### src/rtl/top_memory_access_pkg.sv
// Shared definitions for the memory-access stage: widths, decoded-op field layout,
// funct3 codes, FSM state encoding and the alignment rule.
package top_memory_access_pkg;

  localparam int XLEN = 32;
  localparam int OPLEN = 8;

  // Decoded-op field positions.
  localparam int LOAD_BIT = 0;
  localparam int STORE_BIT = 1;
  localparam int MUST_JUMP_BIT = 2;
  localparam int FUNCT3_BIT_L = 3;
  localparam int FUNCT3_BIT_M = 5;

  localparam logic [2:0] FUNCT3_LB = 3'b000;
  localparam logic [2:0] FUNCT3_LH = 3'b001;
  localparam logic [2:0] FUNCT3_LW = 3'b010;
  localparam logic [2:0] FUNCT3_LBU = 3'b100;
  localparam logic [2:0] FUNCT3_LHU = 3'b101;
  localparam logic [2:0] FUNCT3_SB = 3'b000;
  localparam logic [2:0] FUNCT3_SH = 3'b001;
  localparam logic [2:0] FUNCT3_SW = 3'b010;

  typedef enum logic {
    ST_IDLE = 1'b0,
    ST_BUSY = 1'b1
  } mem_state_e;

  // funct3[1:0] encodes the access size for both loads and stores.
  function automatic logic is_misaligned(input logic [1:0] size_code, input logic [1:0] addr_lo);
    logic mis;
    mis = 1'b0;
    case (size_code)
      2'b01:   mis = addr_lo[0];
      2'b10:   mis = (addr_lo != 2'b00);
      default: mis = 1'b0;
    endcase
    return mis;
  endfunction

endpackage

### src/rtl/top_memory_access_mem_align.sv
// Combinational lane logic: store data replication and byte strobes, load lane
// extraction with sign or zero extension.
module top_memory_access_mem_align
  import top_memory_access_pkg::*;
(
  input  logic [2:0]      funct3,
  input  logic [1:0]      addr_lo,
  input  logic [XLEN-1:0] store_data,
  input  logic [XLEN-1:0] load_word,
  output logic [XLEN-1:0] wdata,
  output logic [3:0]      wstrb,
  output logic [XLEN-1:0] load_data
);

  logic [7:0]  load_byte;
  logic [15:0] load_half;

  always_comb begin
    wdata = store_data;
    wstrb = 4'b1111;
    case (funct3[1:0])
      2'b00: begin
        wdata = {4{store_data[7:0]}};
        wstrb = 4'b0001 << addr_lo;
      end
      2'b01: begin
        wdata = {2{store_data[15:0]}};
        wstrb = addr_lo[1] ? 4'b1100 : 4'b0011;
      end
      default: begin
        wdata = store_data;
        wstrb = 4'b1111;
      end
    endcase
  end

  always_comb begin
    load_byte = load_word[7:0];
    case (addr_lo)
      2'b00:   load_byte = load_word[7:0];
      2'b01:   load_byte = load_word[15:8];
      2'b10:   load_byte = load_word[23:16];
      default: load_byte = load_word[31:24];
    endcase
    load_half = addr_lo[1] ? load_word[31:16] : load_word[15:0];
  end

  always_comb begin
    load_data = load_word;
    case (funct3)
      FUNCT3_LB:  load_data = {{(XLEN-8){load_byte[7]}}, load_byte};
      FUNCT3_LH:  load_data = {{(XLEN-16){load_half[15]}}, load_half};
      FUNCT3_LBU: load_data = {{(XLEN-8){1'b0}}, load_byte};
      FUNCT3_LHU: load_data = {{(XLEN-16){1'b0}}, load_half};
      default:    load_data = load_word;
    endcase
  end

endmodule

### src/rtl/top_memory_access.sv
// Memory-access stage: IDLE/BUSY FSM driving a req/ack data bus, plus the
// write-back latch that feeds the next stage.
module top_memory_access
  import top_memory_access_pkg::*;
(
  input  logic              clk,
  input  logic              rst_n,
  input  logic              phase_memory,
  input  logic [OPLEN-1:0]  decoded_op_em,
  input  logic [XLEN-1:0]   alu_out_em,
  input  logic [XLEN-1:0]   rs2data_em,
  input  logic              jump_state_em,
  input  logic [4:0]        rdsel_em,
  input  logic [XLEN-1:0]   curr_pc_em,
  output logic              dbus_req,
  output logic              dbus_we,
  output logic [XLEN-1:0]   dbus_addr,
  output logic [XLEN-1:0]   dbus_wdata,
  output logic [3:0]        dbus_wstrb,
  input  logic              dbus_ack,
  input  logic [XLEN-1:0]   dbus_rdata,
  output logic [XLEN-1:0]   rd_data_mw,
  output logic [4:0]        rdsel_mw,
  output logic              jump_state_mw,
  output logic [XLEN-1:0]   jump_addr_mw,
  output logic [OPLEN-1:0]  decoded_op_mw,
  output logic              misalign_mw,
  output logic              stall_memory,
  output logic              state_dbg
);

  // Bus handshake: dbus_req rises on entry to BUSY and, together with addr/we/
  // wdata/wstrb, stays constant until the cycle dbus_ack is high; that cycle
  // completes the transfer (rdata sampled) and the FSM returns to IDLE.
  // dbus_ack seen while IDLE has no effect.

  mem_state_e state_q, state_d;

  logic [OPLEN-1:0] op_q;
  logic [XLEN-1:0]  alu_q;
  logic [XLEN-1:0]  pc_q;
  logic [4:0]       rdsel_q;
  logic             jump_q;

  logic [2:0] funct3_em;
  logic       mem_op_em;
  logic       misalign_em;
  logic       is_idle;
  logic       is_busy;
  logic       start_access;
  logic       pass_through;
  logic       finish_access;
  logic       latch_en;

  logic [OPLEN-1:0] src_op;
  logic [XLEN-1:0]  src_alu;
  logic [XLEN-1:0]  src_pc;
  logic [4:0]       src_rdsel;
  logic             src_jump;
  logic             src_misalign;

  logic [XLEN-1:0] align_wdata;
  logic [3:0]      align_wstrb;
  logic [XLEN-1:0] align_load;

  logic [XLEN-1:0] rd_data_d;
  logic [4:0]      rdsel_d;

  assign funct3_em   = decoded_op_em[FUNCT3_BIT_M:FUNCT3_BIT_L];
  assign mem_op_em   = decoded_op_em[LOAD_BIT] | decoded_op_em[STORE_BIT];
  assign misalign_em = mem_op_em & is_misaligned(funct3_em[1:0], alu_out_em[1:0]);

  assign is_idle       = (state_q == ST_IDLE);
  assign is_busy       = (state_q == ST_BUSY);
  assign start_access  = is_idle & phase_memory & mem_op_em & ~misalign_em;
  assign pass_through  = is_idle & phase_memory & ~(mem_op_em & ~misalign_em);
  assign finish_access = is_busy & dbus_ack;
  assign latch_en      = pass_through | finish_access;

  assign stall_memory = start_access | (is_busy & ~dbus_ack);
  assign dbus_req     = is_busy;
  assign state_dbg    = state_q;

  always_comb begin
    state_d = state_q;
    case (state_q)
      ST_IDLE: if (start_access) state_d = ST_BUSY;
      ST_BUSY: if (dbus_ack) state_d = ST_IDLE;
      default: state_d = ST_IDLE;
    endcase
  end

  always_ff @(posedge clk or negedge rst_n) begin
    if (!rst_n) state_q <= ST_IDLE;
    else        state_q <= state_d;
  end

  // While BUSY the op is taken from the capture registers, so execute may move on.
  always_comb begin
    src_op       = is_busy ? op_q    : decoded_op_em;
    src_alu      = is_busy ? alu_q   : alu_out_em;
    src_pc       = is_busy ? pc_q    : curr_pc_em;
    src_rdsel    = is_busy ? rdsel_q : rdsel_em;
    src_jump     = is_busy ? jump_q  : jump_state_em;
    src_misalign = is_busy ? 1'b0    : misalign_em;
  end

  top_memory_access_mem_align u_mem_align (
    .funct3     (src_op[FUNCT3_BIT_M:FUNCT3_BIT_L]),
    .addr_lo    (src_alu[1:0]),
    .store_data (rs2data_em),
    .load_word  (dbus_rdata),
    .wdata      (align_wdata),
    .wstrb      (align_wstrb),
    .load_data  (align_load)
  );

  always_comb begin
    rd_data_d = src_alu;
    if (src_misalign)                rd_data_d = '0;
    else if (src_op[LOAD_BIT])       rd_data_d = align_load;
    else if (src_op[MUST_JUMP_BIT])  rd_data_d = src_pc + XLEN'(4);
    rdsel_d = (src_misalign | src_op[STORE_BIT]) ? 5'd0 : src_rdsel;
  end

  always_ff @(posedge clk or negedge rst_n) begin
    if (!rst_n) begin
      op_q       <= '0;
      alu_q      <= '0;
      pc_q       <= '0;
      rdsel_q    <= '0;
      jump_q     <= 1'b0;
      dbus_we    <= 1'b0;
      dbus_addr  <= '0;
      dbus_wdata <= '0;
      dbus_wstrb <= '0;
    end else if (start_access) begin
      op_q       <= decoded_op_em;
      alu_q      <= alu_out_em;
      pc_q       <= curr_pc_em;
      rdsel_q    <= rdsel_em;
      jump_q     <= jump_state_em;
      dbus_we    <= decoded_op_em[STORE_BIT];
      dbus_addr  <= {alu_out_em[XLEN-1:2], 2'b00};
      dbus_wdata <= align_wdata;
      dbus_wstrb <= decoded_op_em[STORE_BIT] ? align_wstrb : 4'b0000;
    end
  end

  always_ff @(posedge clk or negedge rst_n) begin
    if (!rst_n) begin
      rd_data_mw    <= '0;
      rdsel_mw      <= '0;
      jump_state_mw <= 1'b0;
      jump_addr_mw  <= '0;
      decoded_op_mw <= '0;
      misalign_mw   <= 1'b0;
    end else if (latch_en) begin
      rd_data_mw    <= rd_data_d;
      rdsel_mw      <= rdsel_d;
      jump_state_mw <= src_jump;
      jump_addr_mw  <= src_alu;
      decoded_op_mw <= src_op;
      misalign_mw   <= src_misalign;
    end
  end

endmodule
### config.mk
export PLATFORM = sky130hd
export DESIGN_NAME = top_memory_access
export DESIGN_NICKNAME = d
export VERILOG_FILES = /design/src/rtl/top_memory_access_pkg.sv /design/src/rtl/top_memory_access_mem_align.sv /design/src/rtl/top_memory_access.sv
export SDC_FILE = /design/constraint.sdc
export NUM_CORES = 1
export LEC_CHECK = 0
export BUFFER_PORTS_ARGS = -buffer_cell sky130_fd_sc_hd__buf_2
export CAP_MARGIN = 20
export CELL_PAD_IN_SITES_DETAIL_PLACEMENT = 1
export CELL_PAD_IN_SITES_GLOBAL_PLACEMENT = 1
export CORE_ASPECT_RATIO = 1.75
export CORE_UTILIZATION = 45
export DETAILED_ROUTE_END_ITERATION = 7
export PLACE_DENSITY = 0.85
export REMOVE_ABC_BUFFERS = 1
export SYNTH_ARGS = -nofsm -noshare
export SYNTH_HDL_FRONTEND = slang
export SYNTH_HIERARCHICAL = 1
export SYNTH_SLANG_ARGS = --single-unit
### constraint.sdc
create_clock -name clk -period 9.2 [get_ports clk]
set_input_delay 0 -clock clk [delete_from_list [all_inputs] [get_ports clk]]
set_output_delay 0 -clock clk [all_outputs]
set_load 0.02 [all_outputs]
Word level (Yosys, flattened, before mapping)
Cells that the tools add are included.
- register bits after elaboration: 225
- input port bits: 146
- output and inout port bits: 151
- logic and storage cells: 67
- add/sub/neg operators: 1
- equal/unequal tests: 8
- shifts and indexed selects: 1
- muxes and demuxes: 21
- bitwise logic cells: 16
- reduce and logical (&&, ||, !) cells: 4
- operator list (operator ; number):
    $mux W32 ; 5
    $pmux W32 S4 ; 1
    $pmux W32 S2 ; 1
    $add A32 B3 Y32 const B ; 1
    $pmux W8 S3 ; 1
    $mux W16 ; 1
    $mux W5 ; 2
    $and A1 B1 Y1 ; 8
    $mux W4 ; 2
    $mux W8 ; 1
    $pmux W4 S2 ; 1
    $eq A2 B1 Y1 const B ; 3
    $eq A3 B3 Y1 const B ; 2
    $eq A2 B2 Y1 const B ; 2
    $logic_not A2 Y1 ; 2
    $mux W1 ; 4
    $not A1 Y1 ; 4
    $or A1 B1 Y1 ; 4
    $pmux W1 S2 ; 2
    $shl A1 B2 Y4 const A ; 1
    $eq A3 B1 Y1 const B ; 1
    $logic_not A3 Y1 ; 1
    $reduce_bool A2 Y1 ; 1

Longest topological paths before layout
Gate-level depths: netlist (run 1).
- depth after elaboration: 8
- mapped depth: 17
- depth with buffers taken out: 10

By module
The synthesis (run 1) kept the hierarchy.
- modules (own cells, without submodules) (module ; times used ; cells an instance ; area an instance (µm²) ; seq. area each (µm²)):
    top_memory_access ; 1 ; 843 ; 9957.0 ; 4854.7
    top_memory_access_mem_align ; 1 ; 142 ; 1038.5 ; 0.0

Worst setup path after synthesis (run 1)
OpenSTA, ideal clock, no wires.
- kind: register -> register
- start point: reg state_q, in the netlist dbus_req
- end point: reg rd_data_mw[28]
- library setup time: 0.069 ns
- arrival: 3.379 ns
- required time: 9.131 ns
- setup slack: 5.751 ns
- cell stages (with the launch flop): 16
- path buffers: 7
- clock period less this slack: 3.449 ns
- cell sequence: dfrtp_1 > buf_6 > clkbuf_1 > buf_2 > buf_2 > buf_2 > o21ai_0 > buf_2 > nor2_1 > a2bb2oi_2 > a211oi_4 > buf_6 > a21o_1 > o221ai_1 > or4b_1 > nand3_1
- elaborated cells on any way between the ends: 23
- those cells by class: add/sub: 1; eq/ne: 5; mux: 10; bitwise: 5; reduce/logical: 2
- RTL lines (what ; line ; RTL):
    from (decl) ; top_memory_access.sv:37 ; mem_state_e state_q, state_d;
    from (signal assigned) ; top_memory_access.sv:95 ; else state_q <= state_d;
    $mux W8 (*) ; top_memory_access.sv:100 ; src_op = is_busy ? op_q : decoded_op_em;
    net src_op[3] ; top_memory_access.sv:55 ; logic [OPLEN-1:0] src_op;
    $eq A3 B3 Y1 (tied with other cells) ; top_memory_access_mem_align.sv:50 ; case (funct3)
    $pmux W32 S4 (*) ; top_memory_access_mem_align.sv:50 ;
    net align_load[28] ; top_memory_access.sv:64 ; logic [XLEN-1:0] align_load;
    $mux W32 (*) ; top_memory_access.sv:121 ; else if (src_op[LOAD_BIT]) rd_data_d = align_load;
    $mux W32 (*) ; top_memory_access.sv:120 ; if (src_misalign) rd_data_d = '0;
    to (signal assigned) ; top_memory_access.sv:159 ; rd_data_mw <= rd_data_d;
    to (decl) ; top_memory_access.sv:22 ; output logic [XLEN-1:0] rd_data_mw,
The timed path passes the listed nets; every way through them passes the cells marked *.
A chain may end at the register's enable or synchronous reset.

Worst setup path after layout (run 1)
- start point: reg state_q, in the netlist dbus_req
- end point: reg rd_data_mw[22]
- word-level cells in the longest chain between the ends: 6
- elaborated cells on any way between the ends: 23
- those cells by class: add/sub: 1; eq/ne: 5; mux: 10; bitwise: 5; reduce/logical: 2
- ends and longest elaborated chain (what):
    parallel branches: the longest is 6 deep, another holds $add A32 B3 Y32
Parallel ways; which one is timed is not known.

==> results of run 1 <==
Yosys cell counts, types with 21 or more instances:
master	instances
a21o_1	22
buf_4	43
clkbuf_1	31
dfrtp_1	194
inv_1	22
mux2_1	108
mux2_2	95
mux2i_1	55
nand2_1	41
nand3_1	39
nor2_1	44
o21ai_0	21
o21ai_1	34
kinds of logic after synthesis:
group / share of synthesized area
simple gates: 0.0869
xor+xnor: 0.0119
other cells: 0.000341
compound gates: 0.133
fa+ha+maj: 0.00341
mux: 0.260
flops: 0.442
buf+inv: 0.0628
cell type report:
cell class | count | area (sq um) | share of cell area
Antenna cell | 9 | 22.5 | 0.00158
Clock buffer | 18 | 439 | 0.0308
Clock inverter | 13 | 161 | 0.0113
Inverter | 23 | 86.3 | 0.00605
Multi-Input combinational cell | 663 | 5480 | 0.384
Sequential cell | 194 | 4860 | 0.341
Tap cell | 308 | 385 | 0.0270
Timing Repair Buffer | 432 | 2830 | 0.198
critical path, delay by kind of cell (launching register included):
kind | cells | cell delay, ps
AO/OA/AOI/OAI | 3 | 960
multiplexers | 1 | 300
AND/OR/NAND/NOR | 1 | 370
adder cells (fa/ha/maj) | 1 | 260
buffers and inverters | 3 | 880
flip-flops | 1 | 480
routing by layer:
metal	up-vias	wire length, microns	global-route usage	share of wire
met2	446	22400	0.613	0.53
met4	6	2720	0.220	0.065
met5	-	34	0	0.00081
li1	4298	-	-	-
met1	5021	14500	0.345	0.34
met3	153	2520	0.0813	0.060
power by group:
| group | leakage [nW] | total [mW] | internal, mW | switching (mW) |
|---|---|---|---|---|
| combinational | 3.91 | 1.68 | 0.648 | 1.03 |
| clock | 0.284 | 0.788 | 0.433 | 0.355 |
| sequential | 2.32 | 1.40 | 1.17 | 0.230 |
| total | 6.51 | 3.87 | 2.25 | 1.62 |
registers in the layout (all words and copies together), names as in the netlist:
name           flops
dbus_wstrb         4
misalign_mw        1
dbus_req           1
jump_state_mw      1
rdsel_mw           5
decoded_op_mw      8
rd_data_mw        32
alu_q             32
jump_q             1
pc_q              32
rdsel_q            5
op_q               8
jump_addr_mw      32
dbus_wdata        32
stage by stage:
step                instance area [sq um]  total power, mW
floorplan                           10400             2.36
finish                              14300             3.87
detailed placement                  12400             2.97
global route                        14300             4.03
global placement                    12400             2.90
CTS                                 14200             3.81
path summary, 6_finish.rpt:
check | startpoint | endpoint | depth (start not counted)
worst max-delay path | dbus_req | rd_data_mw[22] | 9
worst min-delay path | dbus_rdata[8] | rd_data_mw[8] | 4
worst max register to register | dbus_req | rd_data_mw[22] | 9
worst min register to register | dbus_wdata[29] | dbus_wdata[29] | 1
max in group asynchronous | rst_n | dbus_req | 4
min in group asynchronous | rst_n | pc_q[28] | 2
repair_timing:
item / 4_1_cts / 5_1_grt
resized for setup: 0 / 0
endpoints found under the hold margin: 216 / 0
hold buffers: 121 / 0
==> impl_metrics.ini, run 1 <==
[route]
first_pass_iters = 5
drc_errors = 0
drt-initial-drc-count = 591
vias_per_cell = 5.98
postRouteAntennaNets = 0
routed_wl_microns = 42100
vias = 9924
wire_per_inst_microns = 25.4

[cts]
post_cts_buffers = 0
cts_tree = done
cts-htree-levels = 4
cts-root-buf = clkbuf_16
worstSkewPairLatency_ps = 470
clock-sinks = 194
clk_pin_slew_ps = 80
clockBufferDepth = 2
cts_buffers = 17

[grt]
gr-total-overflow = 0
grt_max_degree = 76
grtUsageTotal = 0.341
antenna_found_initial = 11
grt_pass1_vias = 11100
grt_pass1_wl_microns = 64100

[floorplan]
io_pins = 297
dieWidth_microns = 120
die_area_sq_um = 25100
rows = 75
core-area_sq_um = 24000
die_h_microns = 209
start_util = 0.458

[timing]
setup_viol = 0
fin_crit_sh = 0.372
fin_skew_ps = 11.6
finalMaxSlewViolations = 0
setup-tns-final_ps = 0
tightestPinTransition_ps = 1060
hold_slack_ps = 57.5
fin_ws_ps = 5780
fmax_ghz = 0.292
rsz0062_at_grt = false
hold_viol_final = 0
finalCriticalPeriod_ps = 3420
slew_headroom = 0.295

[synth]
synth_area_sq_um = 11000
yosysWarningCount = 6
ys_seq_area_frac = 0.442
synth_edf_count = 0
yosys.area.top_type = dfrtp_1
yosysTopAreaCellShare = 0.442
synth_area_leaders = dfrtp_1 44%, mux2_1 11%, mux2_2 9.7%, mux2i_1 5.0%, buf_4 2.9%
ys_ff_latch = 194
ys.flop_type = dfrtp_1
syn_inst = 985
postSynth.asyncResetShare = 1.00
ys_types = 66
synth_area_per_cell_sq_um = 11.2

[critical_path]
ff2ff_setup_slack_ps = 5780
crit_slowest_cell = buf_4
cpMostUsedCell = buf_4
critical_path.cell_chain = buf_4, mux2_2, ha_1, inv_1, a211oi_1, buf_4, nand4_1, o31a_1, o221ai_1
critPathLaunchType = flip-flop
cpPeakStageDelay_ps = 590
crit_arrival_ps = 3770
critPathCaptureType = flip-flop
critPathRequiredTime_ps = 9550
criticalPathCategory = reg -> reg
cp_max_fo = 48

[cells_and_area]
syn2layout_area_growth_pct = 29.7
final_nets = 1480
fill_cells = 2641
drive_gt1_frac = 0.337
layout_common_cells = 293 x buf_2, 193 x dfrtp_1, 121 x dlygate4sd3_1, 108 x mux2_1, 95 x mux2_2
utilization = 0.594
final_cells = 1660
final_common_cell = buf_2

[power]
leakagePower_nw = 6.51
ir_drop_uv = 174
p_per_area_nw_per_um2 = 271

[min_path]
hold_path_class = in -> reg

[place]
place.gp.congestion = 0.893
place_hpwl_microns = 27300
dp_cells = 1498
numPortBuffers = 294
dp_slack_ps = 5950

[outcome]
status = finished, final reports clean

[job]
drv_cap = 0
Note: power is estimated with default switching activity, not from simulation.
==> inputs of run 2 (changes only) <==
- CORE_UTILIZATION: 45 -> 37
- PLACE_DENSITY: 0.85 -> 0.75
- clock period: 9.2 -> 2.75 ns (I/O delays scaled with it)
==> run 2 against run 1 <==
First-iteration DRC count down 23%. Largest power group unchanged. Highest routed layer unchanged. Clock-buffer cell count grew 3. Critical endpoint is now rd_data_mw[25]. Sequential power increased to 3.3 times the previous value.
==> impl_metrics.ini, run 2 (synthesis gave the netlist of run 1 again) <==
[timing]
finalCriticalPeriod_ps = 2660
setup_viol = 0
finalMaxSlewViolations = 0
fin_ws_ps = 89.2
fin_skew_ps = 13.6
fin_crit_sh = 0.968
slew_headroom = 0.564
fmax_ghz = 0.376
hold_viol_final = 0
hold_slack_ps = 8.93
tightestPinTransition_ps = 654

[route]
first_pass_iters = 5
vias_per_cell = 5.53
drt-initial-drc-count = 455
vias = 9783
postRouteAntennaNets = 0
routed_wl_microns = 41100
wire_per_inst_microns = 23.2
drc_errors = 0

[grt]
grt_pass1_wl_microns = 63000
grtUsageTotal = 0.274
grt_max_degree = 73
grt_pass1_vias = 10800
gr-total-overflow = 0
antenna_found_initial = 9

[outcome]
status = finished, final reports clean

[critical_path]
crit_buf_inv = 2
crit_arrival_ps = 3050
cp-startpoint = dbus_req
cp_max_fo = 26
critPathRequiredTime_ps = 3140
critical_path.cell_chain = buf_12, nand3b_1, a222oi_1, buf_4, nand3_1, or4b_1, nand3_1
worstReg2RegStart = dbus_req
crit_slowest_cell = or4b_1
path_delay_family = simple AND/OR/NAND/NOR gates
crit_end = rd_data_mw[25]
critPathCaptureType = flip-flop
criticalPathCategory = reg -> reg
ff2ff_setup_slack_ps = 90
cpMostUsedCell = nand3_1
rr_worst_depth = 7
cpPeakStageDelay_ps = 570
worstSetupPathDepth = 7
r2r-end = rd_data_mw[25]
critPathLaunchType = flip-flop

[floorplan]
start_util = 0.375
core-area_sq_um = 29300
rows = 83
die_area_sq_um = 30400
io_pins = 297
die_h_microns = 230
dieWidth_microns = 132

[cells_and_area]
final_nets = 1515
drive_gt1_frac = 0.355
syn2layout_area_growth_pct = 33.4
layout_common_cells = 293 x buf_2, 193 x dfrtp_1, 120 x dlygate4sd3_1, 108 x mux2_1, 94 x mux2_2
final_common_cell = buf_2
fill_cells = 3271

[job]
drv_cap = 0

[power]
leakagePower_nw = 6.69
p_per_area_nw_per_um2 = 871
ir_drop_uv = 582

[place]
place.gp.congestion = 0.876
numPortBuffers = 294
dp_slack_ps = 61.2
place_hpwl_microns = 29200

[cts]
clk_pin_slew_ps = 80
cts-htree-levels = 4
cts_buffers = 17
clock-sinks = 194
cts_tree = done
worstSkewPairLatency_ps = 460
cts-root-buf = clkbuf_16
clockBufferDepth = 2

[min_path]
hold_path_class = in -> reg
==> run 2: worst reg2reg max path: cells and delay by family (launching register included) <==
family          cells  cell delay, ps
buf+inv             2             450
flops               1             530
compound gates      1             450
simple gates        4            1180
==> run 2: final cells by class <==
cell class | count | area, sq um | share of cell area
diodes | 7 | 17.5 | 0.00119
multi-input cells | 663 | 5510 | 0.375
repair buffers | 467 | 3150 | 0.215
clock buffers | 21 | 460 | 0.0314
clock inverters | 11 | 105 | 0.00717
well taps | 382 | 478 | 0.0326
flip-flops and latches | 194 | 4860 | 0.331
inverters | 23 | 86.3 | 0.00589
==> run 2: worst min path at each step <==
stage	startpoint	to	slack (ps)	cells past startpoint
2_1_floorplan	rst_n	alu_q[0]	-300	0
3_3_place_gp	rst_n	jump_q	40	1
3_5_place_dp	rst_n	jump_q	40	1
4_1_cts	dbus_rdata[6]	rd_data_mw[6]	7	5
5_1_grt	dbus_rdata[6]	rd_data_mw[6]	40	5
6_report	dbus_rdata[6]	rd_data_mw[6]	9	5
==> run 2: where the power goes <==
| group | switching, mW | internal (mW) | leakage (nW) | total (mW) |
|---|---|---|---|---|
| clock | 1.19 | 1.30 | 0.266 | 2.49 |
| sequential | 0.697 | 3.91 | 2.32 | 4.60 |
| combinational | 3.39 | 2.29 | 4.11 | 5.68 |
==> run 2: repair_timing <==
item,CTS,global route
setup endpoints to repair,0,11
gates resized for setup,0,4
buffers inserted,0,6
hold buffers,120,0
endpoints found under the hold margin,217,0
==> run 2: routing by layer <==
metal / up-vias / track usage / wire (microns)
li1: 4373 / - / -
met1: 4959 / 0.294 / 15400
met2: 352 / 0.491 / 21400
met3: 97 / 0.0584 / 2070
met4: 2 / 0.163 / 2190
met5: - / 0 / 11
==> run 2: per-stage QoR <==
step / instance area, sq um / utilization / instances / TNS [ps] / total power, mW
5_1_grt: 14700 / 0.501 / 1766 / -18.8 / 13.4
2_1_floorplan: 10400 / - / 880 / -1382680 / 7.89
4_1_cts: 14600 / 0.498 / 1755 / 0 / 12.7
3_5_place_dp: 12800 / 0.437 / 1603 / 0 / 10.1
6_report: 14700 / 0.501 / 1768 / 0 / 12.8
3_3_place_gp: 12800 / 0.437 / 1603 / 0 / 9.87
